$ cat src/rtl/vec_pkg.sv
// Shared vector definitions: vlmul encoding, group-size decode and micro-op record.
package vec_pkg;

    localparam int VEC_REG_W = 5;
    localparam int VEC_CNT_W = 3;

    localparam logic [2:0] VLMUL_1 = 3'b000;
    localparam logic [2:0] VLMUL_2 = 3'b001;
    localparam logic [2:0] VLMUL_4 = 3'b010;
    localparam logic [2:0] VLMUL_8 = 3'b011;

    typedef enum logic {
        SEQ_IDLE,
        SEQ_ISSUE
    } seq_state_t;

    typedef struct packed {
        logic [VEC_REG_W-1:0] vd;
        logic [VEC_REG_W-1:0] vs1;
        logic [VEC_REG_W-1:0] vs2;
        logic [VEC_CNT_W-1:0] idx;
        logic                 first;
        logic                 last;
    } uop_t;

    // Number of registers in a group; fractional and reserved encodings count as one.
    function automatic logic [3:0] lmul_count(input logic [2:0] vlmul);
        logic [3:0] n;
        case (vlmul)
            VLMUL_2: n = 4'd2;
            VLMUL_4: n = 4'd4;
            VLMUL_8: n = 4'd8;
            default: n = 4'd1;
        endcase
        return n;
    endfunction

endpackage

$ cat src/rtl/vec_group_sequencer.sv
// Expands a grouped vector instruction in ID into one micro-op per ID->EX advance,
// holding PC and IF/ID via grouping_stall until the last micro-op issues.
module vec_group_sequencer
    import vec_pkg::*;
#(
    parameter int REG_W = 5,
    parameter int CNT_W = 3
) (
    input  logic             clock,
    input  logic             reset,
    input  logic             ifid_valid,
    input  logic             vec_op,
    input  logic [2:0]       vlmul,
    input  logic [REG_W-1:0] vd,
    input  logic [REG_W-1:0] vs1,
    input  logic [REG_W-1:0] vs2,
    input  logic             advance,
    input  logic             flush,
    output logic             grouping_stall,
    output logic [REG_W-1:0] uop_vd,
    output logic [REG_W-1:0] uop_vs1,
    output logic [REG_W-1:0] uop_vs2,
    output logic [CNT_W-1:0] uop_idx,
    output logic             uop_first,
    output logic             uop_last,
    output logic             busy
);

    seq_state_t       state, next_state;
    logic [CNT_W-1:0] cnt, next_cnt;
    logic [CNT_W-1:0] last_idx, next_last_idx;
    logic [REG_W-1:0] base_vd, base_vs1, base_vs2;
    logic [REG_W-1:0] next_base_vd, next_base_vs1, next_base_vs2;
    logic [3:0]       group_n;
    logic             group_active;
    logic [REG_W-1:0] cnt_ext;

    assign group_n      = lmul_count(vlmul);
    assign group_active = ifid_valid & vec_op & (group_n > 4'd1);
    assign cnt_ext      = REG_W'(cnt);
    assign busy         = (state == SEQ_ISSUE);

    // State, counter and latched group base; reset abandons any partial group.
    always_ff @(posedge clock or posedge reset) begin
        if (reset) begin
            state    <= SEQ_IDLE;
            cnt      <= '0;
            last_idx <= '0;
            base_vd  <= '0;
            base_vs1 <= '0;
            base_vs2 <= '0;
        end else begin
            state    <= next_state;
            cnt      <= next_cnt;
            last_idx <= next_last_idx;
            base_vd  <= next_base_vd;
            base_vs1 <= next_base_vs1;
            base_vs2 <= next_base_vs2;
        end
    end

    // Next-state and micro-op outputs; flush overrides advance, and advance never reaches grouping_stall.
    always_comb begin
        next_state     = state;
        next_cnt       = cnt;
        next_last_idx  = last_idx;
        next_base_vd   = base_vd;
        next_base_vs1  = base_vs1;
        next_base_vs2  = base_vs2;
        uop_vd         = vd;
        uop_vs1        = vs1;
        uop_vs2        = vs2;
        uop_idx        = '0;
        uop_first      = 1'b1;
        uop_last       = 1'b1;
        grouping_stall = 1'b0;

        case (state)
            SEQ_IDLE: begin
                uop_last       = !group_active;
                grouping_stall = group_active & !flush;
                if (!flush && group_active && advance) begin
                    next_state    = SEQ_ISSUE;
                    next_cnt      = CNT_W'(1);
                    next_last_idx = CNT_W'(group_n - 4'd1);
                    next_base_vd  = vd;
                    next_base_vs1 = vs1;
                    next_base_vs2 = vs2;
                end
            end
            SEQ_ISSUE: begin
                uop_vd         = base_vd + cnt_ext;
                uop_vs1        = base_vs1 + cnt_ext;
                uop_vs2        = base_vs2 + cnt_ext;
                uop_idx        = cnt;
                uop_first      = 1'b0;
                uop_last       = (cnt == last_idx);
                grouping_stall = !uop_last & !flush;
                if (flush) begin
                    next_state    = SEQ_IDLE;
                    next_cnt      = '0;
                    next_last_idx = '0;
                    next_base_vd  = '0;
                    next_base_vs1 = '0;
                    next_base_vs2 = '0;
                end else if (advance) begin
                    if (uop_last) begin
                        next_state = SEQ_IDLE;
                        next_cnt   = '0;
                    end else begin
                        next_cnt = cnt + CNT_W'(1);
                    end
                end
            end
            default: begin
                next_state = SEQ_IDLE;
                next_cnt   = '0;
            end
        endcase
    end

endmodule

$ cat config.mk
export PLATFORM = sky130hd
export DESIGN_NAME = vec_group_sequencer
export DESIGN_NICKNAME = d
export VERILOG_FILES = /design/src/rtl/vec_pkg.sv /design/src/rtl/vec_group_sequencer.sv
export SDC_FILE = /design/constraint.sdc
export NUM_CORES = 1
export LEC_CHECK = 0
export CORE_MARGIN = 4
export CORE_UTILIZATION = 43
export CTS_CLUSTER_SIZE = 28
export DETAILED_ROUTE_END_ITERATION = 12
export PLACE_DENSITY = 0.76
export SETUP_SLACK_MARGIN = 0.15
export SLEW_MARGIN = 15
export SYNTH_ARGS = -nofsm -noshare
export SYNTH_HDL_FRONTEND = slang
export SYNTH_SLANG_ARGS = --single-unit
$ cat constraint.sdc
create_clock -name clock -period 1.95 [get_ports clock]
set_input_delay 0.4875 -clock clock [delete_from_list [all_inputs] [get_ports clock]]
set_output_delay 0.4875 -clock clock [all_outputs]
set_load 0.02 [all_outputs]
=== Word level (Yosys, flattened, before mapping) ===
Cells that the tools add are included.

* Word-level logic and storage cells: 59
* Output and inout port bits: 22
* Input port bits: 24
* Bits in registers: 22

* Equal/unequal tests: 7
* Reduce and logical (&&, ||, !) cells: 7
* Order comparisons: 1
* Mux-type cells: 28
* Add/subtract/negate cells: 5
* Bitwise logic cells: 5

{| class="wikitable"
|+ Operator list
! operator !! number
|-
| 2-to-1 mux 5 bit || 7
|-
| case mux 5 bit (2 select lines) || 3
|-
| 2-to-1 mux 3 bit || 7
|-
| adder 5 x 3 -> 5 bit || 3
|-
| case mux 3 bit (2 select lines) || 2
|-
| case mux 4 bit (3 select lines) || 1
|-
| equality test 3 x 2 -> 1 bit, second input constant || 2
|-
| case mux 1 bit (2 select lines) || 3
|-
| 2-to-1 mux 1 bit || 5
|-
| bitwise AND 1 bit || 4
|-
| greater-than comparator 4 x 1 -> 1 bit, second input constant || 1
|-
| != test 2 bit, second input constant || 2
|-
| AND reduction 2 bit || 2
|-
| adder 3 x 1 -> 3 bit, second input constant || 1
|-
| equality test 3 x 1 -> 1 bit, second input constant || 1
|-
| equality test 3 bit || 1
|-
| zero test 1 bit || 3
|-
| != test 3 bit, second input constant || 1
|-
| subtractor 3 x 1 -> 3 bit, second input constant || 1
|-
| logical AND 1 bit || 2
|-
| inverter 1 bit || 1
|}

=== Depth between registers and ports, before layout ===
Gate-level depths: netlist (run 1).

* Word-level depth: 8
* Gate-level depth with buffers: 7
* Gate-level depth less buffers: 7

=== Worst setup path before layout (run 1) ===
OpenSTA, ideal clock, no wires.

* Kind: register -> output
* Start: register state (netlist: busy)
* End: output port grouping_stall
* Setup slack: -0.368 ns
* Data arrival time: 1.830 ns
* Required time: 1.462 ns
* Cell stages (with the launch flop): 6
* Buffers on the path: 2
* Cell sequence: dfrtp_1 buf_2 inv_1 buf_2 a21boi_0 nor2_1

* Longest elaborated chain between the ends: 2

{| class="wikitable"
|+ Ends and longest elaborated chain
! item !! RTL line !! RTL
|-
| start: declaration || vec_group_sequencer.sv:29 || <nowiki>seq_state_t state, next_state;</nowiki>
|-
| start signal: assignment || vec_group_sequencer.sv:53 || <nowiki>state <= next_state;</nowiki>
|-
| inverter 1 bit || n/a ||
|-
| case mux 1 bit (2 select lines) * || vec_group_sequencer.sv:78 || <nowiki>case (state)</nowiki>
|-
| end: declaration || vec_group_sequencer.sv:19 || <nowiki>output logic grouping_stall,</nowiki>
|}

Every way passes the cells marked *; elsewhere a longest branch is shown, timed or not.

=== Worst setup path after layout (run 1) ===
* Start: register cnt[0]
* End: output port uop_vs1[2]

* Longest elaborated chain between the ends: 2

{| class="wikitable"
|+ Ends and longest elaborated chain
! item !! RTL line !! RTL
|-
| start: declaration || vec_group_sequencer.sv:30 || <nowiki>logic [CNT_W-1:0] cnt, next_cnt;</nowiki>
|-
| start signal: assignment || vec_group_sequencer.sv:54 || <nowiki>cnt <= next_cnt;</nowiki>
|-
| adder 5 x 3 -> 5 bit || vec_group_sequencer.sv:93 || <nowiki>uop_vs1 = base_vs1 + cnt_ext;</nowiki>
|-
| 2-to-1 mux 5 bit || vec_group_sequencer.sv:78 ||
|-
| end: declaration || vec_group_sequencer.sv:21 || <nowiki>output logic [REG_W-1:0] uop_vs1,</nowiki>
|}

No other way between the ends.

==> results of run 1 <==
## kinds of logic after synthesis
| family | count (synthesis) | share of synthesized area (%) |
|---|---|---|
| xor+xnor | 12 | 6.45 |
| compound gates | 39 | 15.2 |
| fa+ha+maj | 13 | 11.4 |
| buf+inv | 23 | 6.22 |
| flops | 22 | 33.8 |
| mux | 17 | 11.1 |
| simple gates | 53 | 15.9 |
## how the worst min path moves through the flow
stage,startpoint,end,slack (ns),cells past startpoint
6_report,reset,base_vs1[3],0.54,3
5_1_grt,last_idx[2],last_idx[2],0.56,1
4_1_cts,last_idx[2],last_idx[2],0.54,1
3_5_place_dp,last_idx[0],last_idx[0],0.48,2
3_3_place_gp,last_idx[0],last_idx[0],0.48,2
2_1_floorplan,last_idx[0],last_idx[0],0.47,2
## power breakdown
| group | switching, W | internal, W |
|---|---|---|
| clock network | 0.000172 | 0.000181 |
| logic | 0.000330 | 0.000414 |
| registers | 0.0000645 | 0.000516 |
| total | 0.000566 | 0.00111 |
## Yosys cell counts
master	n	area (um2)
mux2i_1	8	80.1
or4b_1	1	10.0
mux2_2	9	101
nor2_1	12	45.0
or3_1	1	6.26
buf_4	1	7.51
o31ai_1	1	7.51
fa_1	3	60.1
a21o_1	3	22.5
buf_2	3	15.0
a311oi_1	1	8.76
clkbuf_1	4	15.0
nor2b_1	4	25.0
o22ai_1	1	6.26
ha_1	10	125
nor3_1	1	5.00
dfrtp_1	22	551
xor2_1	6	52.6
a21oi_1	7	35.0
nand2_1	26	97.6
nor4_4	1	21.3
a31oi_1	1	6.26
or3b_2	1	8.76
a22o_1	1	8.76
xnor2_1	6	52.6
and2_1	2	12.5
and2b_1	1	7.51
o2bb2ai_1	3	26.3
a31o_2	1	8.76
and3_1	1	6.26
buf_6	1	11.3
o32ai_1	4	35.0
nand2b_1	1	6.26
o21ai_0	15	75.1
inv_1	14	52.6
nand3b_1	1	7.51
a21boi_0	1	7.51
## timing repair
action,CTS,global route
resized for setup,143,21
setup endpoints to repair,30,34
pin swaps,16,16
gates cloned,1,0
setup buffers,9,7
## through the flow
step	utilization, %	hold slack (ns)
CTS	77.0	0.540
finish	79.1	0.537
detailed placement	69.7	0.482
floorplan	-	0.467
global route	79.1	0.565
global placement	69.7	0.481
## cell usage in the layout, fill, tap and decap left out, drive strengths merged, types with 2 or more instances in the layout
master,n
dlygate4sd2,2
o32ai,4
xnor2,6
and2,2
dfrtp,22
nand2,26
nor2,12
mux2i,8
ha,10
clkbuf,7
a21oi,7
inv,14
mux2,9
o21ai,15
o2bb2ai,3
a21o,3
buf,79
fa,3
clkdlybuf4s50,17
xor2,6
nor2b,4
## flip-flops by register name (all words and copies together) (netlist names)
register / flops
base_vd: 5
busy: 1
last_idx: 3
base_vs2: 5
base_vs1: 5
cnt: 3
## critical path, stage by stage (launching register included)
cell	delay, ns
dfrtp_2	0.43
buf_4	0.13
buf_6	0.09
ha_4	0.12
inv_2	0.03
fa_2	0.35
buf_6	0.13
xnor2_1	0.12
mux2_4	0.26
buf_6	0.13
## cell type report
class	instances	share of cell area, %
Clock buffer	4	1.90
Sequential cell	22	19.2
Timing Repair Buffer	103	33.1
Tap cell	48	2.07
Multi-Input combinational cell	134	41.8
Inverter	14	1.90
## layer usage
| layer | vias to the layer above | share of wire, % | track usage (%) | wire length, um |
|---|---|---|---|---|
| met2 | 55 | 51 | 40.0 | 2720 |
| met3 | 21 | 4.8 | 3.33 | 255 |
| met4 | 0 | 3.9 | 9.76 | 210 |
| met1 | 809 | 40 | 27.8 | 2140 |
| li1 | 811 | - | - | - |
| met5 | - | 0 | 0 | 0 |
==> out/metrics.csv, run 1 <==
stage;metric;value;unit
cells_and_area;syn2layout_area_growth;77.7;%
sta;slew_headroom;79.9;%
cells_and_area;nNetsFinal;315;
setup_path;startpoint_type;register;
floorplan;core;3660;um2
worst_hold_path;hp-class;in -> async;
clock_tree;cts_sinks;22;
cells_and_area;seqCellArea;556;um2
power_and_ir_drop;powerDensity;579;nW/um2
synthesis;synth_area;1630;um2
detailed_routing;vias;1696;
setup_path;end_kind;output pin;
floorplan;io_pins;46;
global_routing;grtUsageTotal;22.9;%
sta;worst_pin_slew;0.302;ns
power_and_ir_drop;p_leak;1.35;nW
sta;period_needed;2.57;ns
synthesis;synthesis.nets;216;
outcome;violations;negative setup slack;
run;cap_violations;0;
sta;setup_violations;17;
clock_tree;cts-root-buf;clkbuf_8;
place;dpl.cell_count;304;
detailed_routing;drt-total-wl;5.32;mm
global_routing;grt-ovfl-total;0;
place;dpl-instance-area;2550;um2
sta;maxSlewViolCount;0;
setup_path;rrSetupSlack;-0.03;ns
synthesis;ys_warn_count;0;
setup_path;regToRegStartpoint;cnt[0];
detailed_routing;routedWlPerCell;16.4;um
detailed_routing;viasPerCell;5.22;
sta;timing.fmax;0.389;GHz
place;port_buffers;45;
sta;min_period_over_period;132;%
global_routing;grt_antenna_before_repair;0;
place;dp_hpwl;3.36;mm
global_routing;grt_first_pass_wirelength;8.82;mm
clock_tree;tritoncts;done;
power_and_ir_drop;power;0.00168;W
floorplan;rows;22;
power_and_ir_drop;vdd_ir_drop_max;0.448;mV
floorplan;initial_core_util;44.5;%
setup_path;critPathKind;reg -> out;
clock_tree;worst_skew_pair.late_latency;0.28;ns
cells_and_area;instances_no_fill;325;
setup_path;rr_worst_depth;8;
detailed_routing;final_antenna_net_count;0;
global_routing;grt_pass1_vias;1812;
floorplan;die_y;69.6;um
global_routing;grt_max_degree;23;
cells_and_area;num-fill-cells;235;
setup_path;endpoint;uop_vs1[2];
setup_path;arrival;2.08;ns
sta;tns;-7.14;ns
synthesis;synth_seq_cells;22;
synthesis;synth_cell_types;37;
synthesis;syn_inst;179;
outcome;outcome;finished, violations left;
cells_and_area;layout-drive-gt1-share;47.7;%
cells_and_area;antennaDiodeCount;0;
clock_tree;clkTransAtPathRegs;0.09;ns
detailed_routing;drc;0;
clock_tree;h-tree-depth;1;
floorplan;die_width;69.6;um
sta;finalHoldViolCount;0;
floorplan;die_area;4840;um2
clock_tree;cts_hold_buffers;0;
sta;layout_setup_ws;-0.621;ns
sta;finClkSkew;0.00503;ns
setup_path;crit_start;cnt[0];
place;place.gp.congestion;0.826;
clock_tree;cts_buffers;3;
setup_path;cp.required;1.46;ns
setup_path;r2r_end;cnt[2];
setup_path;cp_max_fo;4;
clock_tree;clock_path_buffers;2;
synthesis;syn_area_per_cell;9.11;um2
place;preCtsSetupSlack;-0.631;ns
sta;rsz0062_at_grt;true;
cells_and_area;multiInputGateArea;1210;um2
detailed_routing;drt_first_iter_violations;120;
synthesis;ys_seq_area_share;33.8;%
detailed_routing;firstDrtPassIters;4;
cells_and_area;design_area;2900;um2
No activity file was read; power rests on OpenSTA's default activity.
==> run 2, diff against run 1 <==
- CORE_UTILIZATION: 43 -> 48
- PLACE_DENSITY: 0.76 -> 0.8
- clock period: 1.95 -> 2.7 ns (I/O delays scaled with it)
==> out/metrics.csv, run 2 (synthesis results as in run 1) <==
stage;metric;value;unit
floorplan;core;3150;um2
global_routing;grtUsageTotal;24.6;%
cells_and_area;layout-drive-gt1-share;35.6;%
floorplan;die_area;4390;um2
sta;finClkSkew;0.000704;ns
sta;rsz0062_at_grt;true;
setup_path;rrSetupSlack;0.52;ns
floorplan;initial_core_util;51.7;%
sta;min_period_over_period;102;%
clock_tree;cts_hold_buffers;0;
cells_and_area;layout_common_cells;buf_4 (29), clkdlybuf4s50_1 (27), nand2_1 (26);
sta;tns;-0.188;ns
global_routing;grt_pass1_vias;1735;
power_and_ir_drop;seqPwrFrac;38.5;%
clock_tree;cts_sinks;22;
setup_path;rr_worst_depth;8;
clock_tree;cts-root-buf;clkbuf_4;
cells_and_area;syn2layout_area_growth;55.3;%
setup_path;end_kind;output pin;
detailed_routing;routedWlPerCell;18.0;um
setup_path;critPathKind;reg -> out;
worst_hold_path;hold_end;last_idx[0];
worst_hold_path;hp-class;reg -> reg;
setup_path;arrival;2.09;ns
global_routing;grt_antenna_before_repair;0;
power_and_ir_drop;power.switching;0.000386;W
place;dpl-instance-area;2260;um2
global_routing;grt_max_degree;23;
clock_tree;tritoncts;done;
power_and_ir_drop;vdd_ir_drop_max;0.284;mV
sta;whs;0.549;ns
sta;period_needed;2.76;ns
detailed_routing;vias;1648;
power_and_ir_drop;p_leak;1.13;nW
detailed_routing;drc;0;
global_routing;grt-ovfl-total;0;
global_routing;grt_first_pass_wirelength;8.20;mm
power_and_ir_drop;clockPowerShare;18.0;%
outcome;violations;negative setup slack;
floorplan;die_width;66.3;um
cells_and_area;design_area;2530;um2
power_and_ir_drop;powerDensity;430;nW/um2
cells_and_area;layout_commonest_cell;buf_4;
detailed_routing;firstDrtPassIters;4;
sta;slew_headroom;65.9;%
setup_path;startpoint_type;register;
cells_and_area;instances_no_fill;291;
run;cap_violations;0;
floorplan;rows;20;
clock_tree;cts_buffers;3;
clock_tree;worst_skew_pair.late_latency;0.32;ns
outcome;outcome;finished, violations left;
place;port_buffers;45;
power_and_ir_drop;power;0.00109;W
cells_and_area;antennaDiodeCount;0;
clock_tree;h-tree-depth;1;
power_and_ir_drop;p_int;0.000702;W
place;place.gp.congestion;0.868;
sta;maxSlewViolCount;0;
floorplan;die_y;66.3;um
cells_and_area;largestRegisters;base_vd: 5 flops, base_vs1: 5 flops, base_vs2: 5 flops;
detailed_routing;drt-total-wl;5.25;mm
detailed_routing;final_antenna_net_count;0;
sta;finalHoldViolCount;0;
worst_hold_path;hold_depth;2;
detailed_routing;viasPerCell;5.66;
clock_tree;clkTransAtPathRegs;0.13;ns
sta;timing.fmax;0.362;GHz
cells_and_area;nNetsFinal;285;
detailed_routing;drt_first_iter_violations;110;
sta;worst_pin_slew;0.508;ns
power_and_ir_drop;swShare;35.5;%
setup_path;cp.required;2.03;ns
clock_tree;clock_path_buffers;2;
setup_path;regToRegStartpoint;cnt[0];
sta;layout_setup_ws;-0.0620;ns
setup_path;cp_max_fo;4;
floorplan;io_pins;46;
cells_and_area;num-fill-cells;202;
place;dpl.cell_count;282;
sta;setup_violations;5;
setup_path;r2r_end;cnt[2];
worst_hold_path;hold_start;last_idx[0];
place;dp_hpwl;3.34;mm
power_and_ir_drop;combinationalPowerShare;43.4;%
-- run 2: power by group through the flow --
stage | logic, W | clock network (W) | registers (W)
final | 0.000472 | 0.000196 | 0.000419
after floorplan | 0.000213 | 0 | 0.000407
after CTS | 0.000418 | 0.000200 | 0.000417
after detailed placement | 0.000371 | 0 | 0.000413
after global routing | 0.000514 | 0.000216 | 0.000425
after global placement | 0.000352 | 0 | 0.000409
-- run 2: routing by layer --
layer	part of all wire [%]	track usage, %	vias to the layer above
met5	0	0	-
met4	2.8	10.2	0
met3	7.5	3.91	16
met2	50	43.6	98
met1	40	29.0	784
li1	-	-	750
-- run 2: per-stage QoR --
step	util (%)	worst slack, ns
finish	80.3	-0.0620
global route	80.3	-0.117
CTS	78.0	-0.0398
detailed placement	71.7	-0.253
global placement	71.7	-0.215
floorplan	-	0.195
-- run 2: layout make-up --
type	instances	area (um2)	share of cell area, %
Inverter	14	52.6	2.08
Sequential cell	22	553	21.8
Multi-Input combinational cell	134	1180	46.5
Clock buffer	4	36.3	1.43
Tap cell	44	55.1	2.17
Timing Repair Buffer	73	657	26.0
-- run 2: worst max-delay path: stages (launching register included) --
cell and delay (ns):
dfrtp_2 0.48, buf_6 0.13, ha_4 0.12, inv_2 0.04, fa_2 0.35, buf_6 0.13
xnor2_2 0.12, mux2_4 0.26, buf_6 0.13
-- run 2: worst max path at each step --
stage | startpoint | end | slack, ns
after floorplan | busy | grouping_stall | 0.19
after global placement | cnt[0] | uop_vd[4] | -0.21
after detailed placement | cnt[0] | uop_vd[4] | -0.25
after CTS | cnt[0] | uop_vs2[4] | -0.04
after global routing | cnt[0] | uop_vs1[4] | -0.12
final | cnt[0] | uop_vs1[2] | -0.06
-- run 2: repair_timing --
item	4_1_cts	5_1_grt
cloned	0	0
setup buffers	1	4
endpoints found under the hold margin	0	0
endpoints found under the setup margin	18	14
gates resized for setup	120	11
pin swaps	17	4
